## src/rtl/sd_cmd_serial_host.sv

```systemverilog
// SD command-path host: serialises a CRC7-protected 48-bit command, then optionally captures and checks a short/long response.
// Build option SD_CMD_R3_NOCRC_EN: short responses carrying index 6'h3F (R3/OCR) bypass the CRC compare.
module sd_cmd_serial_host #(
    parameter int unsigned TIMEOUT_BITS = 64,
    parameter int unsigned TURN_BITS    = 2
) (
    input  logic        sd_clk_i,
    input  logic        sd_rst_n_i,
    input  logic        sd_ce_i,
    input  logic        start_i,
    input  logic        abort_i,
    input  logic [5:0]  cmd_index_i,
    input  logic [1:0]  wait_resp_i,
    input  logic [31:0] arg_i,
    input  logic        cmd_i,
    output logic        cmd_o,
    output logic        cmd_oe,
    output logic        busy_o,
    output logic        cmd_sent_o,
    output logic        cmd_rend_o,
    output logic        ccrc_fail_o,
    output logic        ctimeout_o,
    output logic [5:0]  resp_index_o,
    output logic [31:0] resp1_o,
    output logic [31:0] resp2_o,
    output logic [31:0] resp3_o,
    output logic [31:0] resp4_o
);

    localparam int unsigned FRAME_W = 48;
    localparam int unsigned SHIFT_W = 128;
    localparam int unsigned CNT_W   = (TIMEOUT_BITS > 255) ? $clog2(TIMEOUT_BITS) + 1 : 8;

    typedef enum logic [2:0] {
        S_IDLE, S_SEND, S_TURN, S_WAIT, S_RECV, S_CHECK, S_DONE
    } state_t;

    // Serial CRC7 (x^7+x^3+1, init 0); leading zeros do not disturb it, so shorter fields are right-aligned.
    function automatic logic [6:0] crc7(input logic [119:0] d);
        logic [6:0] c;
        logic       fb;
        c = '0;
        for (int i = 119; i >= 0; i--) begin
            fb = d[i] ^ c[6];
            c  = {c[5:0], 1'b0};
            if (fb) c = c ^ 7'h09;
        end
        return c;
    endfunction

    state_t               r_state, w_state_nxt;
    logic [FRAME_W-1:0]   r_frame, w_frame_nxt;
    logic [SHIFT_W-1:0]   r_shift, w_shift_nxt;
    logic [CNT_W-1:0]     r_cnt, w_cnt_nxt;
    logic                 r_expect, w_expect_nxt;
    logic                 r_long, w_long_nxt;
    logic                 r_cmd, w_cmd_nxt;
    logic                 r_oe, w_oe_nxt;
    logic                 r_busy, w_busy_nxt;
    logic                 r_sent, w_sent_nxt;
    logic                 r_rend, w_rend_nxt;
    logic                 r_fail, w_fail_nxt;
    logic                 r_tout, w_tout_nxt;
    logic [5:0]           r_resp_index, w_idx_nxt;
    logic [31:0]          r_resp1, r_resp2, r_resp3, r_resp4;
    logic [31:0]          w_r1_nxt, w_r2_nxt, w_r3_nxt, w_r4_nxt;

    logic [6:0]           w_crc_frame;
    logic [6:0]           w_crc_resp;
    logic                 w_crc_bypass;
    logic                 w_resp_ok;

    assign w_crc_frame = crc7({80'b0, 2'b01, cmd_index_i, arg_i});
    assign w_crc_resp  = r_long ? crc7(r_shift[127:8]) : crc7({80'b0, r_shift[47:8]});

`ifdef SD_CMD_R3_NOCRC_EN
    assign w_crc_bypass = !r_long && (r_shift[45:40] == 6'h3F);
`else
    assign w_crc_bypass = 1'b0;
`endif

    assign w_resp_ok = r_shift[0] && (w_crc_bypass || (w_crc_resp == r_shift[7:1]));

    // Next-state and next-register logic
    always_comb begin
        w_state_nxt  = r_state;
        w_frame_nxt  = r_frame;
        w_shift_nxt  = r_shift;
        w_cnt_nxt    = r_cnt;
        w_expect_nxt = r_expect;
        w_long_nxt   = r_long;
        w_cmd_nxt    = r_cmd;
        w_oe_nxt     = r_oe;
        w_sent_nxt   = 1'b0;
        w_rend_nxt   = 1'b0;
        w_fail_nxt   = 1'b0;
        w_tout_nxt   = 1'b0;
        w_idx_nxt    = r_resp_index;
        w_r1_nxt     = r_resp1;
        w_r2_nxt     = r_resp2;
        w_r3_nxt     = r_resp3;
        w_r4_nxt     = r_resp4;

        if (abort_i) begin
            w_state_nxt = S_IDLE;
            w_cmd_nxt   = 1'b1;
            w_oe_nxt    = 1'b0;
            w_cnt_nxt   = '0;
        end else begin
            case (r_state)
                S_IDLE: begin
                    if (start_i) begin
                        w_frame_nxt  = {2'b01, cmd_index_i, arg_i, w_crc_frame, 1'b1};
                        w_expect_nxt = wait_resp_i[0];
                        w_long_nxt   = wait_resp_i[1];
                        w_cnt_nxt    = '0;
                        w_state_nxt  = S_SEND;
                    end
                end
                S_SEND: begin
                    if (sd_ce_i) begin
                        w_oe_nxt    = 1'b1;
                        w_cmd_nxt   = r_frame[FRAME_W-1];
                        w_frame_nxt = {r_frame[FRAME_W-2:0], 1'b0};
                        if (r_cnt == CNT_W'(FRAME_W - 1)) begin
                            w_cnt_nxt   = '0;
                            w_state_nxt = r_expect ? S_TURN : S_DONE;
                        end else begin
                            w_cnt_nxt = r_cnt + CNT_W'(1);
                        end
                    end
                end
                S_TURN: begin
                    if (sd_ce_i) begin
                        w_cmd_nxt = 1'b1;
                        if (r_cnt == CNT_W'(TURN_BITS - 1)) begin
                            w_oe_nxt    = 1'b0;
                            w_cnt_nxt   = '0;
                            w_state_nxt = S_WAIT;
                        end else begin
                            w_cnt_nxt = r_cnt + CNT_W'(1);
                        end
                    end
                end
                S_WAIT: begin
                    if (sd_ce_i) begin
                        if (!cmd_i) begin
                            w_shift_nxt = '0;
                            w_cnt_nxt   = CNT_W'(1);
                            w_state_nxt = S_RECV;
                        end else if (r_cnt == CNT_W'(TIMEOUT_BITS - 1)) begin
                            w_cnt_nxt   = '0;
                            w_tout_nxt  = 1'b1;
                            w_state_nxt = S_IDLE;
                        end else begin
                            w_cnt_nxt = r_cnt + CNT_W'(1);
                        end
                    end
                end
                S_RECV: begin
                    if (sd_ce_i) begin
                        w_shift_nxt = {r_shift[SHIFT_W-2:0], cmd_i};
                        if (r_cnt == (r_long ? CNT_W'(135) : CNT_W'(47))) begin
                            w_cnt_nxt   = '0;
                            w_state_nxt = S_CHECK;
                        end else begin
                            w_cnt_nxt = r_cnt + CNT_W'(1);
                        end
                    end
                end
                S_CHECK: begin
                    if (r_long) begin
                        w_idx_nxt = 6'h3F;
                        w_r1_nxt  = r_shift[127:96];
                        w_r2_nxt  = r_shift[95:64];
                        w_r3_nxt  = r_shift[63:32];
                        w_r4_nxt  = {r_shift[31:1], 1'b0};
                    end else begin
                        w_idx_nxt = r_shift[45:40];
                        w_r1_nxt  = r_shift[39:8];
                    end
                    w_rend_nxt  = w_resp_ok;
                    w_fail_nxt  = !w_resp_ok;
                    w_state_nxt = S_IDLE;
                end
                S_DONE: begin
                    w_sent_nxt  = 1'b1;
                    w_cmd_nxt   = 1'b1;
                    w_oe_nxt    = 1'b0;
                    w_state_nxt = S_IDLE;
                end
                default: w_state_nxt = S_IDLE;
            endcase
        end

        w_busy_nxt = (w_state_nxt != S_IDLE);
    end

    always_ff @(posedge sd_clk_i or negedge sd_rst_n_i) begin
        if (!sd_rst_n_i) begin
            r_state      <= S_IDLE;
            r_frame      <= '0;
            r_shift      <= '0;
            r_cnt        <= '0;
            r_expect     <= 1'b0;
            r_long       <= 1'b0;
            r_cmd        <= 1'b1;
            r_oe         <= 1'b0;
            r_busy       <= 1'b0;
            r_sent       <= 1'b0;
            r_rend       <= 1'b0;
            r_fail       <= 1'b0;
            r_tout       <= 1'b0;
            r_resp_index <= '0;
            r_resp1      <= '0;
            r_resp2      <= '0;
            r_resp3      <= '0;
            r_resp4      <= '0;
        end else begin
            r_state      <= w_state_nxt;
            r_frame      <= w_frame_nxt;
            r_shift      <= w_shift_nxt;
            r_cnt        <= w_cnt_nxt;
            r_expect     <= w_expect_nxt;
            r_long       <= w_long_nxt;
            r_cmd        <= w_cmd_nxt;
            r_oe         <= w_oe_nxt;
            r_busy       <= w_busy_nxt;
            r_sent       <= w_sent_nxt;
            r_rend       <= w_rend_nxt;
            r_fail       <= w_fail_nxt;
            r_tout       <= w_tout_nxt;
            r_resp_index <= w_idx_nxt;
            r_resp1      <= w_r1_nxt;
            r_resp2      <= w_r2_nxt;
            r_resp3      <= w_r3_nxt;
            r_resp4      <= w_r4_nxt;
        end
    end

    assign cmd_o        = r_cmd;
    assign cmd_oe       = r_oe;
    assign busy_o       = r_busy;
    assign cmd_sent_o   = r_sent;
    assign cmd_rend_o   = r_rend;
    assign ccrc_fail_o  = r_fail;
    assign ctimeout_o   = r_tout;
    assign resp_index_o = r_resp_index;
    assign resp1_o      = r_resp1;
    assign resp2_o      = r_resp2;
    assign resp3_o      = r_resp3;
    assign resp4_o      = r_resp4;

endmodule

```

## config.mk

```make
export PLATFORM = sky130hd
export DESIGN_NAME = sd_cmd_serial_host
export DESIGN_NICKNAME = d
export VERILOG_FILES = /design/src/rtl/sd_cmd_serial_host.sv
export SDC_FILE = /design/constraint.sdc
export NUM_CORES = 1
export LEC_CHECK = 0
export BUFFER_PORTS_ARGS = -buffer_cell sky130_fd_sc_hd__buf_2
export CAP_MARGIN = 20
export CORE_ASPECT_RATIO = 1.4
export CORE_MARGIN = 2
export CORE_UTILIZATION = 60
export CTS_CLUSTER_DIAMETER = 30
export DETAILED_ROUTE_END_ITERATION = 8
export PLACE_DENSITY = 0.79
export SETUP_SLACK_MARGIN = 0.5
export SLEW_MARGIN = 20
export SYNTH_ARGS = -nofsm -noshare
export SYNTH_HDL_FRONTEND = slang
export SYNTH_SLANG_ARGS = --single-unit
```

## constraint.sdc

```tcl
create_clock -name sd_clk_i -period 12.55 [get_ports sd_clk_i]
set_input_delay 0.6275 -clock sd_clk_i [delete_from_list [all_inputs] [get_ports sd_clk_i]]
set_output_delay 0.6275 -clock sd_clk_i [all_outputs]
set_load 0.02 [all_outputs]
```

==> parameters.txt <==
Parameter                              Value

Clock tree
  H-tree levels    2
  Clock slew at the register clock pins of the worst setup and hold paths    0.06 ns
  Post-CTS setup buffer count    0
  Cts bufs inserted    48
  Max Buffers Root-to-Sink    3
  Root Buffer Master    sky130_fd_sc_hd__clkbuf_16
  CTS tree    built
  Worst skew pair latency    0.57 ns
  Sink Count    329
  Count of hold buffers inserted by post-cts repair    0
  PostCTS Resize Cnt    0

Route
  Post-route ant nets    0
  Vias per cell    5.69
  Iteration-0 DRC Markers    932
  TritonRoute pass-1 iters    5
  # DRC    0
  Routed len/inst    19.2 microns
  Total length of routed wires    43400 microns
  Vias after detailed routing    12900

Worst hold path
  Kind of path behind the tightest hold check    input port to async pin

Synth
  Dominant combinational cell family by area after synthesis    XOR/XNOR gates
  Commonest register cell after synthesis    sky130_fd_sc_hd__dfrtp_1
  Share of synthesized cell area in full adder, half adder and majority cells    0.138%
  Net count after synthesis    1737
  Count of cell types in the netlist    56
  Mean area per synthesized cell    10.8 sq um
  Compound-cell area share of the yosys netlist    4.12%
  Top post-synthesis cells by count    sky130_fd_sc_hd__dfrtp_1 (328), sky130_fd_sc_hd__nand2_1 (314), sky130_fd_sc_hd__xnor2_1 (220)
  Synthesized-area fraction occupied by xor and xnor cells    24.8%
  Number of enable flip-flop cells after synthesis    0
  Synth async-reset ratio    100%
  Area of the mapped netlist    18200 sq um
  Syn Inst Count    1689
  Post-Synth Simple-Gate Area    13.2%
  Library cell occupying the most area in the post-synthesis netlist    sky130_fd_sc_hd__dfrtp_1
  Cell types occupying the most area after synthesis    sky130_fd_sc_hd__dfrtp_1 (45%), sky130_fd_sc_hd__xnor2_1 (11%), sky130_fd_sc_hd__nand2_1 (6.5%), sky130_fd_sc_hd__mux2_2 (5.9%), sky130_fd_sc_hd__xnor3_1 (5.0%)
  Area share of the leading cell type in the synthesized netlist    45.1%
  Count of state elements after synthesis    329
  Number of warning messages in the yosys log    0
  Part of the Yosys area used for sequential elements    45.2%
  Multiplexer area fraction after synthesis    9.90%
  Count leader, synth    sky130_fd_sc_hd__dfrtp_1

Global routing
  Total track usage    28.0%
  Initial antenna violation count    0
  GR Overflow Total    0
  Number of global-route vias before repair    13100
  Maximum number of pins on one net before global-route repair    107
  First-pass GRT wire length    69400 microns

Critical path
  Element type at the critical path end    flop
  Critical path peak fanout    5
  Crit path launch type    flop
  Required arrival time at the worst endpoint    12.98 ns
  Crit path arrival time    6.06 ns
  CP Class    flop to flop

Floorplanning
  FP Rows    75
  Vertical die dimension    210 microns
  Width of the chip    151 microns
  Std-Cell Core Area    29900 sq um
  Count of boundary I/O pins    187
  Starting utilization of the core area    60.8%
  Die footprint    31800 sq um

Pwr
  Maximum VDD drop    0.142 mV
  Power density over the cells    140 nW/um^2
  Static power due to leakage    11.1 nW

Layout
  Filler Cell Count    2118
  Fraction of final layout cells sized beyond drive strength 1    23.3%
  Count of antenna diodes in the layout    0
  Layout-stage area growth over the synthesis result    15.4%
  Final layout net count    1884

Timing
  Shortest clock period the worst path allows after layout    5.63 ns
  Fin. max-slew vios    0
  Post-layout worst setup margin    6.92 ns
  Final period util    44.9%
  Setup skew after layout    0.0151 ns
  Setup repair after global routing missed its margin    no
  Setup TNS after final layout    0 ns
  Final hold violation count    0
  Number of setup violations in the final report    0
  Highest attainable clock frequency    178 MHz
  Slew at the pin closest to its max-slew limit    0.945 ns
  Relative max-transition margin    37.0%

Flow run
  Max capacitance violation total    0

Status
  Status    finished clean

Place
  Routability Congestion    0.894
  # port buffers    185
  Detailed-placement wirelength estimate    30200 microns
  Pre-CTS worst setup slack    7.00 ns
layout by cell type (no fill, tap or decap), drive strengths merged, types with 2 or more instances in the layout:
cell | netlist | layout
a21o | 2 | 2
a21oi | 56 | 56
a22oi | 2 | 2
a31oi | 2 | 2
and3 | 6 | 6
buf | 16 | 198
bufinv | 0 | 4
clkbuf | 85 | 52
clkinv | 0 | 16
clkinvlp | 0 | 4
dfrtp | 328 | 328
ha | 2 | 2
inv | 10 | 24
mux2 | 96 | 96
mux2i | 72 | 72
nand2 | 314 | 314
nand2b | 6 | 6
nand3 | 132 | 132
nand4 | 2 | 2
nor2 | 79 | 79
nor2b | 2 | 2
nor3 | 12 | 12
nor3b | 2 | 2
nor4 | 2 | 2
o21a | 2 | 2
o21ai | 61 | 61
o31ai | 4 | 4
o41ai | 2 | 2
or2 | 2 | 2
or3 | 3 | 3
xnor2 | 229 | 229
xnor3 | 65 | 65
xor2 | 72 | 72
xor3 | 9 | 9
cells by family (layout without fill, tap and decap cells):
family	Yosys count	after routing
adders and majority gates	2	2
muxes	168	168
other	1	1
xor gates and xnor gates	375	375
buffers and inverters	111	298
and+or+nand+nor	566	566
DFF	329	329
AOI/OAI and AO/OA	137	137
metal layers:
layer / GRT usage, % / up-vias / wire length, microns
met1: 33.6 / 6378 / 16200
met3: 5.32 / 134 / 2540
met4: 13.3 / 0 / 2120
li1: - / 5946 / -
met5: 0 / - / 0
met2: 48.3 / 416 / 22500
power by group:
group / internal [mW] / total, mW / switching [mW]
combinational: 0.200 / 0.444 / 0.244
sequential: 1.12 / 1.15 / 0.0310
clock: 0.820 / 1.36 / 0.539
total: 2.14 / 2.95 / 0.813
final cells by class:
class | count | area [sq um] | share of cell area [%]
flip-flops and latches | 329 | 8240 | 39.2
clock buffers | 52 | 1240 | 5.89
multi-input cells | 1249 | 9550 | 45.5
inverters | 10 | 37.5 | 0.179
clock inverters | 38 | 418 | 1.99
repair buffers | 198 | 1040 | 4.94
well taps | 385 | 482 | 2.29
metrics by stage:
step / cell area, sq um / std cells / util (%) / hold slack [ns] / total power [mW]
finish: 21000 / 2261 / 70.1 / 0.0888 / 2.95
global placement: 19300 / 2171 / 64.6 / 0.459 / 1.60
CTS: 21000 / 2261 / 70.1 / 0.135 / 2.97
floorplan: 18200 / 1689 / - / 0.332 / 1.51
detailed placement: 19300 / 2171 / 64.6 / 0.470 / 1.61
global route: 21000 / 2261 / 70.1 / 0.169 / 3.07
registers in the layout (all words and copies together), names as in the netlist, 6 cells and up:
register      flops
r_cnt             8
r_shift         128
resp3_o          32
resp1_o          32
r_frame          48
resp4_o          31
resp2_o          32
resp_index_o      6
path summary, 6_finish.rpt:
| path | from | endpoint | slack (ns) | cells after the start |
|---|---|---|---|---|
| min reg2reg | r_frame[44] | r_frame[44] | 0.48 | 2 |
| max in group asynchronous | sd_rst_n_i | r_shift[52] | 10.42 | 3 |
| max reg2reg | r_shift[123] | ccrc_fail_o | 6.92 | 15 |
| min in group sd_clk_i | wait_resp_i[1] | r_long | 0.31 | 2 |
| max | r_shift[123] | ccrc_fail_o | 6.92 | 15 |
| min | sd_rst_n_i | resp1_o[19] | 0.09 | 1 |
critical path, stage by stage, from the launching register on:
cell and delay [ns]:
sky130_fd_sc_hd__dfrtp_1 0.44, sky130_fd_sc_hd__xnor3_1 0.52, sky130_fd_sc_hd__xor2_1 0.44, sky130_fd_sc_hd__xnor2_2 0.25, sky130_fd_sc_hd__xnor3_1 0.47, sky130_fd_sc_hd__xnor3_1 0.48
sky130_fd_sc_hd__xnor3_2 0.33, sky130_fd_sc_hd__xnor2_1 0.24, sky130_fd_sc_hd__xnor3_2 0.51, sky130_fd_sc_hd__xnor3_1 0.43, sky130_fd_sc_hd__xnor3_2 0.47, sky130_fd_sc_hd__xnor2_1 0.20
sky130_fd_sc_hd__xnor2_1 0.14, sky130_fd_sc_hd__a21oi_1 0.11, sky130_fd_sc_hd__nor4_2 0.34, sky130_fd_sc_hd__a21boi_0 0.13
No activity file was read; power rests on OpenSTA's default activity.
